===== src/rtl/seg_dec_display.sv =====
// Decimal 7-segment driver: captures a binary value on load, converts it to BCD with a
// bit-serial double-dabble engine and updates the registered display atomically on completion.
module seg_dec_display #(
    parameter int unsigned DATA_W   = 32,
    parameter int unsigned DIGITS   = 2,
    parameter bit          BLANK_LZ = 1'b1
) (
    input  logic                  clock,
    input  logic                  resetn,
    input  logic [DATA_W-1:0]     data_in,
    input  logic                  load,
    output logic                  busy,
    output logic                  done,
    output logic                  overflow,
    output logic [7*DIGITS-1:0]   seg_out
);

    localparam int unsigned BCD_W = 4 * DIGITS;
    localparam int unsigned SEG_W = 7 * DIGITS;
    localparam int unsigned CNT_W = $clog2(DATA_W + 1);

    localparam logic [6:0] SEG_BLANK = 7'b1111111;
    localparam logic [6:0] SEG_DASH  = 7'b0111111;

    typedef enum logic [1:0] {
        S_IDLE   = 2'd0,
        S_SHIFT  = 2'd1,
        S_UPDATE = 2'd2
    } state_t;

    state_t             r_state;
    state_t             w_state_nxt;
    logic [DATA_W-1:0]  r_bin;
    logic [DATA_W-1:0]  w_bin_nxt;
    logic [BCD_W-1:0]   r_bcd;
    logic [BCD_W-1:0]   w_bcd_nxt;
    logic [BCD_W-1:0]   w_bcd_adj;
    logic [CNT_W-1:0]   r_cnt;
    logic [CNT_W-1:0]   w_cnt_nxt;
    logic               r_ovf_acc;
    logic               w_ovf_acc_nxt;
    logic               r_busy;
    logic               r_done;
    logic               w_done_nxt;
    logic               r_overflow;
    logic               w_overflow_nxt;
    logic [SEG_W-1:0]   r_seg;
    logic [SEG_W-1:0]   w_seg_nxt;
    logic [SEG_W-1:0]   w_disp;
    int                 w_top;

    // Active-low g..a pattern for one BCD digit; out-of-range nibbles go dark.
    function automatic logic [6:0] seg7(input logic [3:0] d);
        case (d)
            4'd0:    seg7 = 7'b1000000;
            4'd1:    seg7 = 7'b1111001;
            4'd2:    seg7 = 7'b0100100;
            4'd3:    seg7 = 7'b0110000;
            4'd4:    seg7 = 7'b0011001;
            4'd5:    seg7 = 7'b0010010;
            4'd6:    seg7 = 7'b0000011;
            4'd7:    seg7 = 7'b1111000;
            4'd8:    seg7 = 7'b0000000;
            4'd9:    seg7 = 7'b0011000;
            default: seg7 = SEG_BLANK;
        endcase
    endfunction

    function automatic logic [3:0] add3(input logic [3:0] n);
        add3 = (n >= 4'd5) ? (n + 4'd3) : n;
    endfunction

    // Per-nibble add-3 correction ahead of the shift.
    always_comb begin
        w_bcd_adj = '0;
        for (int k = 0; k < int'(DIGITS); k++) begin
            w_bcd_adj[4*k +: 4] = add3(r_bcd[4*k +: 4]);
        end
    end

    // Display image from the finished BCD register: dashes on overflow, optional blanking.
    always_comb begin
        w_top  = 0;
        w_disp = '1;
        for (int k = 0; k < int'(DIGITS); k++) begin
            if (r_bcd[4*k +: 4] != 4'd0) begin
                w_top = k;
            end
        end
        for (int k = 0; k < int'(DIGITS); k++) begin
            if (r_ovf_acc) begin
                w_disp[7*k +: 7] = SEG_DASH;
            end else if (BLANK_LZ && (k > w_top)) begin
                w_disp[7*k +: 7] = SEG_BLANK;
            end else begin
                w_disp[7*k +: 7] = seg7(r_bcd[4*k +: 4]);
            end
        end
    end

    always_comb begin
        w_state_nxt    = r_state;
        w_bin_nxt      = r_bin;
        w_bcd_nxt      = r_bcd;
        w_cnt_nxt      = r_cnt;
        w_ovf_acc_nxt  = r_ovf_acc;
        w_seg_nxt      = r_seg;
        w_overflow_nxt = r_overflow;
        w_done_nxt     = 1'b0;
        case (r_state)
            S_IDLE: begin
                if (load) begin
                    w_bin_nxt     = data_in;
                    w_bcd_nxt     = '0;
                    w_cnt_nxt     = CNT_W'(DATA_W);
                    w_ovf_acc_nxt = 1'b0;
                    w_state_nxt   = S_SHIFT;
                end
            end
            S_SHIFT: begin
                {w_bcd_nxt, w_bin_nxt} = {w_bcd_adj, r_bin} << 1;
                // A carry out of the top digit means the value needs more digits than we drive.
                if (w_bcd_adj[BCD_W-1]) begin
                    w_ovf_acc_nxt = 1'b1;
                end
                w_cnt_nxt = r_cnt - CNT_W'(1);
                if (r_cnt == CNT_W'(1)) begin
                    w_state_nxt = S_UPDATE;
                end
            end
            S_UPDATE: begin
                w_seg_nxt      = w_disp;
                w_overflow_nxt = r_ovf_acc;
                w_done_nxt     = 1'b1;
                w_state_nxt    = S_IDLE;
            end
            default: begin
                w_state_nxt = S_IDLE;
            end
        endcase
    end

    always_ff @(posedge clock) begin
        if (!resetn) begin
            r_state    <= S_IDLE;
            r_bin      <= '0;
            r_bcd      <= '0;
            r_cnt      <= '0;
            r_ovf_acc  <= 1'b0;
            r_busy     <= 1'b0;
            r_done     <= 1'b0;
            r_overflow <= 1'b0;
            r_seg      <= '1;
        end else begin
            r_state    <= w_state_nxt;
            r_bin      <= w_bin_nxt;
            r_bcd      <= w_bcd_nxt;
            r_cnt      <= w_cnt_nxt;
            r_ovf_acc  <= w_ovf_acc_nxt;
            r_busy     <= (w_state_nxt != S_IDLE);
            r_done     <= w_done_nxt;
            r_overflow <= w_overflow_nxt;
            r_seg      <= w_seg_nxt;
        end
    end

    assign busy     = r_busy;
    assign done     = r_done;
    assign overflow = r_overflow;
    assign seg_out  = r_seg;

endmodule

===== config.mk =====
export PLATFORM = sky130hd
export DESIGN_NAME = seg_dec_display
export DESIGN_NICKNAME = d
export VERILOG_FILES = /design/src/rtl/seg_dec_display.sv
export SDC_FILE = /design/constraint.sdc
export NUM_CORES = 1
export LEC_CHECK = 0
export ABC_AREA = 1
export BUFFER_PORTS_ARGS = -buffer_cell sky130_fd_sc_hd__buf_4
export CELL_PAD_IN_SITES_DETAIL_PLACEMENT = 0
export CELL_PAD_IN_SITES_GLOBAL_PLACEMENT = 1
export CORE_MARGIN = 2
export CORE_UTILIZATION = 35
export DETAILED_ROUTE_END_ITERATION = 10
export HOLD_SLACK_MARGIN = 0.03
export PLACE_DENSITY = 0.69
export REMOVE_ABC_BUFFERS = 1
export SYNTH_ARGS = -nofsm -noshare
export SYNTH_HDL_FRONTEND = slang
export SYNTH_SLANG_ARGS = --single-unit

===== constraint.sdc =====
create_clock -name clock -period 2.3 [get_ports clock]
set_input_delay 0.575 -clock clock [delete_from_list [all_inputs] [get_ports clock]]
set_output_delay 0.575 -clock clock [all_outputs]
set_load 0.02 [all_outputs]

# --- After elaboration in Yosys (flattened, before gate mapping) ---
# Memories as Yosys holds them, arrays and structs flattened. A register that Yosys moved wholly into a read port is not among the register bits.
# Index checks and enable logic that the tools add are counted.
totals:
  rom_bits: 224
  input_bits: 35
  memories: 2
  regBits: 66
  output_inout_bits: 17
mem_list:
  columns: ["name", "words", "word_bits", "read_ports", "rd_ports_with_merged_regs", "wr", "line", "text"]
  rows:
  - ["(name not given)", 16, 7, 1, 1, 0, "54", "case (d)"]
  - ["(name not given)", 16, 7, 1, 1, 0, "54", null]
op_classes:
  n_eq_ne: 5
  n_reduce_logical: 6
  order_cmp: 4
  n_mux: 24
  addsub: 3
op_table:
  columns: ["cell", "n"]
  rows:
  - ["case mux 32 bit (2 select lines)", 1]
  - ["greater-than comparator 1 x 32 -> 1 bit, first input constant", 1]
  - ["greater-than comparator 2 x 32 -> 1 bit, first input constant", 1]
  - ["two-way mux 32 bit", 1]
  - ["two-way mux 7 bit", 4]
  - ["two-way mux 4 bit", 6]
  - ["case mux 8 bit (2 select lines)", 1]
  - ["case mux 6 bit (2 select lines)", 1]
  - ["adder 4 x 2 -> 4 bit, second input constant", 2]
  - [">= comparator 4 x 3 -> 1 bit, second input constant", 2]
  - ["two-way mux 8 bit", 1]
  - ["equality test 6 x 1 -> 1 bit, second input constant", 1]
  - ["two-way mux 6 bit", 1]
  - ["subtractor 6 x 1 -> 6 bit, second input constant", 1]
  - ["two-way mux 1 bit", 4]
  - ["two-way mux 2 bit", 2]
  - ["inequality test 2 bit, second input constant", 2]
  - ["case mux 2 bit (2 select lines)", 1]
  - ["nonzero test 2 bit", 2]
  - ["nonzero test 4 bit", 1]
  - ["AND reduction 3 bit", 1]
  - ["equality test 2 x 1 -> 1 bit, second input constant", 1]
  - ["equality test 2 bit, second input constant", 1]
  - ["zero test 2 bit", 1]
  - ["other kinds (2)", 2]

# --- Depth between registers and ports, before layout ---
# Gate-level depths: netlist (run 1).
logic_depth:
  depth_word: 5
  depth_mapped: 15
  mapped_depth_nobuf: 15

# --- Worst setup path before layout (run 1) ---
# OpenSTA, ideal clock, no wires.
synth_path:
  path_kind: "register to register"
  startpoint: "reg r_bcd[0]"
  endpoint: "reg with a tool-made name"
  path_slack_ns: 0.421
  arrival_time_ns: 1.766
  path_buffers: 0
  path_stages_with_launch: 16
  cell_sequence: "dfxtp_1 > inv_1 > ha_1 > inv_1 > nand2_1 > nand3_1 > nand2_1 > nor2_1 > nor2_1 > nor2_1 > inv_1 > ha_1 > nand3_1 > nand2_1 > nand2_1 > nand2_1"
synth_rtl:
  columns: ["element", "line", "text"]
  rows:
  - ["start: declaration", "35", "logic [BCD_W-1:0] r_bcd;"]
  - ["start signal: assignment", "157", "r_bcd <= w_bcd_nxt;"]

==> results.cfg, run 1 <==
[status]
status = completed

[timing]
drv_slew = 0
relSlewSlack = 0.6624
tightestPinTransition_ps = 505.9
min_period_over_period = 0.8963
tns_ps = 0
fmax_mhz = 485.1
rsz0062_at_grt = no
hold_violations = 0
fin_skew_ps = 11.06
finalSetupViolCount = 0
timing.final.crit_period_ps = 2062
whs_ps = 447.5

[place]
place.port_buffers = 51
place_congestion = 0.8263
detailed_place_hpwl_um = 5850
placed_area_um2 = 4095

[critical_path]
slowest_delay_ps = 380
cp-end-kind = flip-flop
cp_cell_sequence = inv_1 > ha_1 > inv_1 > nand2_1 > nand3_1 > nand2_1 > nand3_1 > nand2_1 > nand2_1 > inv_1 > ha_1 > nand3_1 > nand2_1 > nand2_1 > nand2_1
cp_common_cell = nand2_1
worst-path-buf-inv = 3
startpoint_type = flip-flop
cp.arrival_ps = 2310
required_ps = 2550
cp_max_fo = 5
reg2reg_slack_ps = 240
rr_startpoint = r_bcd[4]
crit_family = simple AND/OR/NAND/NOR gates
timing.reg2reg.worst_path_depth = 15
path_class = flip-flop to flip-flop
slowest_stage = dfxtp_1

[drt]
drtIter0Drc = 69
ant_nets = 0
drt_first_pass_iters = 4
drt_drc_violations_left = 0
vias = 3081
post_drt_wl_per_cell_um = 12.35
via_per_inst = 4.747
wl_um = 8012

[yosys]
synthTopCellsByCount = nand2_1, dfxtp_1, inv_1
synth_top_area_share = 0.4526
synthTopCellsByArea = dfxtp_1, nand2_1, inv_1, ha_1, nand3_1
synthCells = 459
synth_ff_type = dfxtp_1
ys_ff_latch = 80
syn_area_um2 = 3538
yosysTopAreaCell = dfxtp_1
avgSynthCellArea_um2 = 7.709
yosysWarnings = 0
synthArstFlopShare = 0
synth_most_common_cell = nand2_1
synth-edff-count = 0
synth.yosys.seq_area_share = 0.4526
synthDistinctLibCells = 34

[global_routing]
grt_pass1_vias = 3066
grt_overflow_total = 0
grt_max_degree = 28
antenna_found_initial = 0
grt_usage = 0.1559
grt_pass1_wl_um = 13860

[cts]
cts-root-buf = clkbuf_8
h-tree-depth = 3
cts_tree = yes
worstSkewPairLatency_ps = 350
path_clk_slew_ps = 80
cts.sinks = 80
cts_setup_buffers = 0
cts_made_buffers = 9
cts_buffer_depth = 2
cts_hold_buf = 0

[final_layout]
fill_cells = 1019
syn2layout_area_growth_pct = 22.10
antenna_cells = 0
multi_input_area_um2 = 1558
nets = 562
design_area_um2 = 4320
drive_above_1_share = 0.1783
fin_util = 0.4420
ff_latch_area_um2 = 1602

[pwr]
ir_worst_vdd_mv = 0.3292
internal_power_mw = 2.285
pwr-share-clk = 0.400
pwr-share-seq = 0.492
p_leak_nw = 2.016
power.switching_mw = 0.7062
sw_frac_of_total = 0.2361
p_comb_frac = 0.108
power.density_nw_per_um2 = 692.3

[hold_path]
min_path_type = flip-flop to flip-flop
min_delay_path_depth = 2
hold_end = seg_out[4]

[die]
io_pins = 52
num_rows = 36
fp.dieArea_um2 = 10930
start_util = 0.3620
fp.dieH_um = 104.5
core_um2 = 9774
fp.dieW_um = 104.5

[job]
drv_cap = 0
## layer usage
metal  global-route usage  share of wire  vias up
met5                    0              0        -
li1                     -              -     1608
met1               0.1956           0.47     1388
met3              0.03244          0.046       11
met2               0.2666           0.46       74
met4              0.05116          0.015        0
## cell families (layout without fill, tap and decap cells)
family	after synthesis	in the layout	synth area share
compound gates	84	84	0.1651
fa+ha+maj	14	14	0.04951
buf+inv	97	154	0.1086
flops	80	80	0.4526
simple gates	184	184	0.2242
## stage by stage
stage / power, mW / worst slack (ps) / instances
6_report: 2.991 / 238.4 / 649
5_1_grt: 3.130 / 2.476 / 649
4_1_cts: 3.036 / 198.5 / 649
3_5_place_dp: 1.831 / 220.4 / 635
3_3_place_gp: 1.827 / 295.5 / 635
2_1_floorplan: 1.679 / 60.75 / 441
## worst register-to-register path: stages, from the launching register on
cell and delay [ps]:
dfxtp_1 380, inv_1 110, ha_1 220, inv_1 50, nand2_1 100, nand3_1 120
nand2_1 60, nand3_1 70, nand2_1 80, nand2_1 140, inv_1 100, ha_1 320
nand3_1 90, nand2_1 50, nand2_1 50, nand2_1 40
## how the worst max path moves through the flow
| stage | to | start | cells past startpoint |
|---|---|---|---|
| 2_1_floorplan | r_bin[23] | load | 6 |
| 6_report | flip-flop | r_bcd[4] | 15 |
| 4_1_cts | flip-flop | r_bcd[0] | 15 |
| 5_1_grt | flip-flop | r_bcd[0] | 15 |
| 3_5_place_dp | flip-flop | r_bcd[0] | 15 |
| 3_3_place_gp | flip-flop | r_bcd[0] | 15 |
## cells in the final DEF (no fill, tap or decap), types with 3 or more instances in the layout
| cell | n |
|---|---|
| buf_4 | 60 |
| inv_1 | 77 |
| dfxtp_1 | 80 |
| o21ai_2 | 5 |
| o21ai_1 | 4 |
| o21ai_0 | 10 |
| a22oi_1 | 6 |
| o211ai_1 | 7 |
| a21oi_1 | 9 |
| nor2_2 | 3 |
| a211oi_1 | 3 |
| o22ai_1 | 20 |
| o221ai_1 | 16 |
| bufinv_16 | 3 |
| nand4_1 | 6 |
| clkbuf_8 | 9 |
| nor3_1 | 3 |
| ha_1 | 14 |
| nand2_1 | 113 |
| nand3_1 | 30 |
| nor2_1 | 20 |
## repair_timing
action / 4_1_cts / 5_1_grt
resized for setup: 0 / 1
endpoints found under the hold margin: 0 / 0
setup endpoints to repair: 0 / 2
## layout make-up
| type | instances | area share |
|---|---|---|
| Multi-Input combinational cell | 282 | 0.3606 |
| Timing Repair Buffer | 61 | 0.1089 |
| Tap cell | 133 | 0.03852 |
| Sequential cell | 80 | 0.3707 |
| Clock buffer | 10 | 0.02954 |
| Clock inverter | 4 | 0.02201 |
| Inverter | 79 | 0.06979 |
## power by group through the flow
| stage | combinational, mW | sequential, mW | clock (mW) |
|---|---|---|---|
| final | 0.323 | 1.47 | 1.20 |
| after global routing | 0.363 | 1.48 | 1.29 |
| after CTS | 0.328 | 1.47 | 1.24 |
| after detailed placement | 0.327 | 1.50 | 0 |
| after global placement | 0.325 | 1.50 | 0 |
| after floorplan | 0.176 | 1.50 | 0 |
(Power assumes the default switching activity.)
==> inputs of run 2 (changes only) <==
- PLACE_DENSITY: 0.69 -> 0.72
- RECOVER_POWER: not set -> 25
- clock period: 2.3 -> 1.7 ns (I/O delays scaled with it)
==> results.cfg, run 2 (same netlist as run 1, synthesis figures left out) <==
[drt]
drtIter0Drc = 76
post_drt_wl_per_cell_um = 12.61
ant_nets = 0
wl_um = 8854
drt_drc_violations_left = 0
via_per_inst = 4.768
drt_first_pass_iters = 4
vias = 3347

[status]
violations = setup timing
status = finished with violations

[critical_path]
worst-path-buf-inv = 3
slowest_delay_ps = 340
cp_max_fo = 3
cp-end-kind = flip-flop
crit_family = simple AND/OR/NAND/NOR gates
cp_cell_sequence = inv_2 > ha_4 > inv_2 > nand2_2 > nand3_2 > nand2_2 > nor2_2 > nor2_2 > nor2_2 > buf_6 > ha_4 > nand3b_1 > nand3_1 > nand2_1
path_class = flip-flop to flip-flop
required_ps = 1940
slowest_stage = dfxtp_2
startpoint_type = flip-flop
cp.arrival_ps = 2030
cp_common_cell = nor2_2

[job]
drv_cap = 0

[pwr]
power.switching_mw = 1.002
ir_worst_vdd_mv = 0.4251
pwr-share-clk = 0.379
finalPower_mw = 3.981
p_comb_frac = 0.121
pwr-share-seq = 0.500
power.density_nw_per_um2 = 812.6
internal_power_mw = 2.980
p_leak_nw = 2.234
sw_frac_of_total = 0.2516

[die]
fp.dieH_um = 104.5
num_rows = 36
start_util = 0.3620
core_um2 = 9774
io_pins = 52
fp.dieArea_um2 = 10930
fp.dieW_um = 104.5

[timing]
tns_ps = -477.4
rsz0062_at_grt = yes
fmax_mhz = 560.3
fin_ws_ps = -84.70
whs_ps = 301.1
finalSetupViolCount = 11
tightestPinTransition_ps = 519.7
drv_slew = 0
fin_skew_ps = 17.41
min_period_over_period = 1.050
relSlewSlack = 0.6536
timing.final.crit_period_ps = 1785
hold_violations = 0

[final_layout]
drive_above_1_share = 0.3269
layout_commonest_cell = nand2_1
syn2layout_area_growth_pct = 38.47
nets = 614
fin_cells = 702
fin_util = 0.5013
antenna_cells = 0
design_area_um2 = 4900
mostFrequentLayoutCells = nand2_1, buf_4, dfxtp_1

[place]
dpl_worst_slack_ps = -210.0
placed_area_um2 = 4388
place_congestion = 0.8015
place.port_buffers = 51
dp_cells = 674
detailed_place_hpwl_um = 5990

[global_routing]
grt_max_degree = 51
grt_overflow_total = 0
grt_pass1_vias = 3293
antenna_found_initial = 0
grt_usage = 0.1662
grt_pass1_wl_um = 14810

[cts]
cts.sinks = 80
cts-root-buf = clkbuf_8
cts_hold_buf = 0
h-tree-depth = 3
cts_tree = yes
cts_made_buffers = 9
worstSkewPairLatency_ps = 360
cts_buffer_depth = 2
path_clk_slew_ps = 80

[hold_path]
min_path_type = input port to flip-flop
-- run 2: worst register-to-register path: stages (launching register included) --
cell and delay (ps):
dfxtp_2 340, inv_2 80, ha_4 140, inv_2 40, nand2_2 60, nand3_2 100, nand2_2 90, nor2_2 40
nor2_2 110, nor2_2 60, buf_6 130, ha_4 150, nand3b_1 180, nand3_1 110, nand2_1 50
-- run 2: final cells by class --
cell class	count	area, µm²
timing repair buffer	113	824.5
clock inverter	5	82.58
clock buffer	10	127.6
tap	133	166.4
inverter	79	309.0
sequential	80	1608
fill	984	4875
multi-input combinational	282	1782
-- run 2: worst paths after layout --
check,from,endpoint,slack [ps],cells after the start
worst max-delay path,r_bcd[0],flip-flop,-80,14
worst min-delay path,data_in[6],r_bin[6],300,3
worst max register to register,r_bcd[0],flip-flop,-80,14
worst min register to register,flip-flop,seg_out[0],450,2
-- run 2: metal layers --
| layer | track usage | part of all wire | routed length [µm] |
|---|---|---|---|
| met2 | 0.2941 | 0.49 | 4332 |
| met5 | 0 | 0 | 0 |
| met1 | 0.1981 | 0.46 | 4031 |
| met3 | 0.03119 | 0.037 | 328 |
| met4 | 0.06467 | 0.018 | 162 |
-- run 2: what timing repair did --
| item | 4_1_cts | 5_1_grt |
|---|---|---|
| buffers inserted | 12 | 1 |
| gates cloned | 0 | 0 |
| gates resized for setup | 42 | 35 |
| setup endpoints to repair | 14 | 21 |
| pin swaps | 17 | 25 |
-- run 2: power groups by stage --
stage | Sequential (mW) | Combinational, mW | Clock (mW)
2_1_floorplan | 2.03 | 0.238 | 0
5_1_grt | 2.00 | 0.535 | 1.64
6_report | 1.99 | 0.480 | 1.51
3_5_place_dp | 2.03 | 0.471 | 0
4_1_cts | 1.99 | 0.484 | 1.55
3_3_place_gp | 2.03 | 0.465 | 0
==> inputs of run 3 (changes only) <==
- BUFFER_PORTS_ARGS: -buffer_cell sky130_fd_sc_hd__buf_4 -> -buffer_cell sky130_fd_sc_hd__buf_2
- CORE_MARGIN: 2 -> not set
- SETUP_SLACK_MARGIN: not set -> 0.05
==> results.cfg, run 3 (same netlist as run 1, synthesis figures left out) <==
[status]
status = finished with violations
violations = setup timing

[final_layout]
nets = 612
antenna_cells = 0
drive_above_1_share = 0.3298
syn2layout_area_growth_pct = 36.39
mostFrequentLayoutCells = nand2_1, dfxtp_1, inv_1
layout_commonest_cell = nand2_1

[drt]
vias = 3346
drtIter0Drc = 96
drt_first_pass_iters = 4
post_drt_wl_per_cell_um = 12.64
via_per_inst = 4.780
wl_um = 8846
drt_drc_violations_left = 0
ant_nets = 0

[critical_path]
cp_common_cell = nor2_1
path_class = flip-flop to flip-flop
required_ps = 1940
timing.reg2reg.worst_path_depth = 13
slowest_delay_ps = 390
slowest_stage = dfxtp_4
startpoint_type = flip-flop
cp_cell_sequence = inv_4 > buf_4 > nand2_2 > nand3_1 > nand2_2 > nor2_1 > nor2_1 > nor2_1 > buf_4 > ha_4 > nand3b_1 > nand3_1 > nand2_1
cp.arrival_ps = 2030
cp_max_fo = 3
cp-end-kind = flip-flop

[pwr]
sw_frac_of_total = 0.2632
power.switching_mw = 1.008
power.density_nw_per_um2 = 793.3
finalPower_mw = 3.828
pwr-share-seq = 0.520
internal_power_mw = 2.821
p_comb_frac = 0.125
pwr-share-clk = 0.355
ir_worst_vdd_mv = 0.4278
p_leak_nw = 2.213

[job]
drv_cap = 0

[timing]
hold_violations = 0
relSlewSlack = 0.6090
rsz0062_at_grt = yes
fmax_mhz = 561.2
finalSetupViolCount = 10
tightestPinTransition_ps = 586.5
drv_slew = 0
fin_skew_ps = 11.60
fin_ws_ps = -81.93
min_period_over_period = 1.048
timing.final.crit_period_ps = 1782
tns_ps = -484.5

[cts]
cts.sinks = 80
h-tree-depth = 3
worstSkewPairLatency_ps = 350
cts_buffer_depth = 2
cts_tree = yes
cts_made_buffers = 9
path_clk_slew_ps = 90
cts_hold_buf = 0
cts-root-buf = clkbuf_8

[global_routing]
grt_overflow_total = 0
grt_max_degree = 31
grt_pass1_wl_um = 14490
grt_usage = 0.1781
antenna_found_initial = 0
grt_pass1_vias = 3221

[die]
core_um2 = 9774
fp.dieH_um = 102.5
start_util = 0.3620
num_rows = 36
fp.dieW_um = 102.5
io_pins = 52
fp.dieArea_um2 = 10520

[hold_path]
min_delay_path_depth = 3
min_path_type = input port to flip-flop

[place]
detailed_place_hpwl_um = 6010
place_congestion = 0.7737
place.port_buffers = 51
[run 3: cell types whose count changed in the layout (fill, tap and decap cells not counted), moves of 3 or more]
| cell | change |
|---|---|
| buf_2 | +49 |
| buf_4 | -40 |
| clkbuf_1 | -13 |
| nand2_1 | +3 |
| nand2_2 | -4 |
| nand3_2 | -4 |
| nor2_1 | +4 |
| nor2_2 | -5 |
| o21ai_4 | +3 |
[run 3: layout make-up]
type,count,area [µm²]
Fill cell,983,4949
Multi-Input combinational cell,283,1826
Sequential cell,80,1609
Timing Repair Buffer,110,726.9
Inverter,79,311.5
Tap cell,133,166.4
Clock buffer,10,127.6
Clock inverter,5,58.81
[run 3: per-stage QoR]
stage,utilization,instances,hold WS (ps),area [µm²],worst slack [ps]
global placement,0.4382,677,430.0,4283,-155.3
global route,0.4937,700,301.7,4826,-193.7
floorplan,-,441,416.0,3456,-410.4
CTS,0.4773,696,298.1,4666,-75.21
finish,0.4937,700,308.4,4826,-81.93
detailed placement,0.4382,677,432.0,4283,-184.2
[run 3: power by group through the flow]
stage               registers [mW]  clock network, mW  logic, mW
global placement              2.03                  0      0.452
floorplan                     2.03                  0      0.238
global route                  2.00               1.48      0.536
detailed placement            2.03                  0      0.456
finish                        1.99               1.36      0.478
CTS                           1.99               1.40      0.471
[run 3: what timing repair did]
item                       4_1_cts  5_1_grt
gates cloned                     0        1
resized for setup               44       37
setup endpoints to repair       14       28
buffers inserted                 4        3
pin swaps                       21       17
[run 3: worst paths after layout]
kind | start | endpoint | slack [ps]
worst max-delay path | r_bcd[0] | flip-flop | -80
worst min-delay path | data_in[6] | r_bin[6] | 310
worst max register to register | r_bcd[0] | flip-flop | -80
worst min register to register | flip-flop | seg_out[4] | 450
[run 3: layer usage]
layer | track usage | wire length [µm] | vias up
met5 | 0 | 0 | -
met1 | 0.2112 | 4069 | 1552
met2 | 0.3221 | 4364 | 76
met3 | 0.03661 | 320 | 9
met4 | 0.05275 | 91 | 0
li1 | - | - | 1709
[run 3: critical path: cells and delay by family, from the launching register on]
kind | cells | cell delay (ps)
adder cells (fa/ha/maj) | 1 | 140
buffers and inverters | 3 | 330
flip-flops | 1 | 390
AND/OR/NAND/NOR | 9 | 830
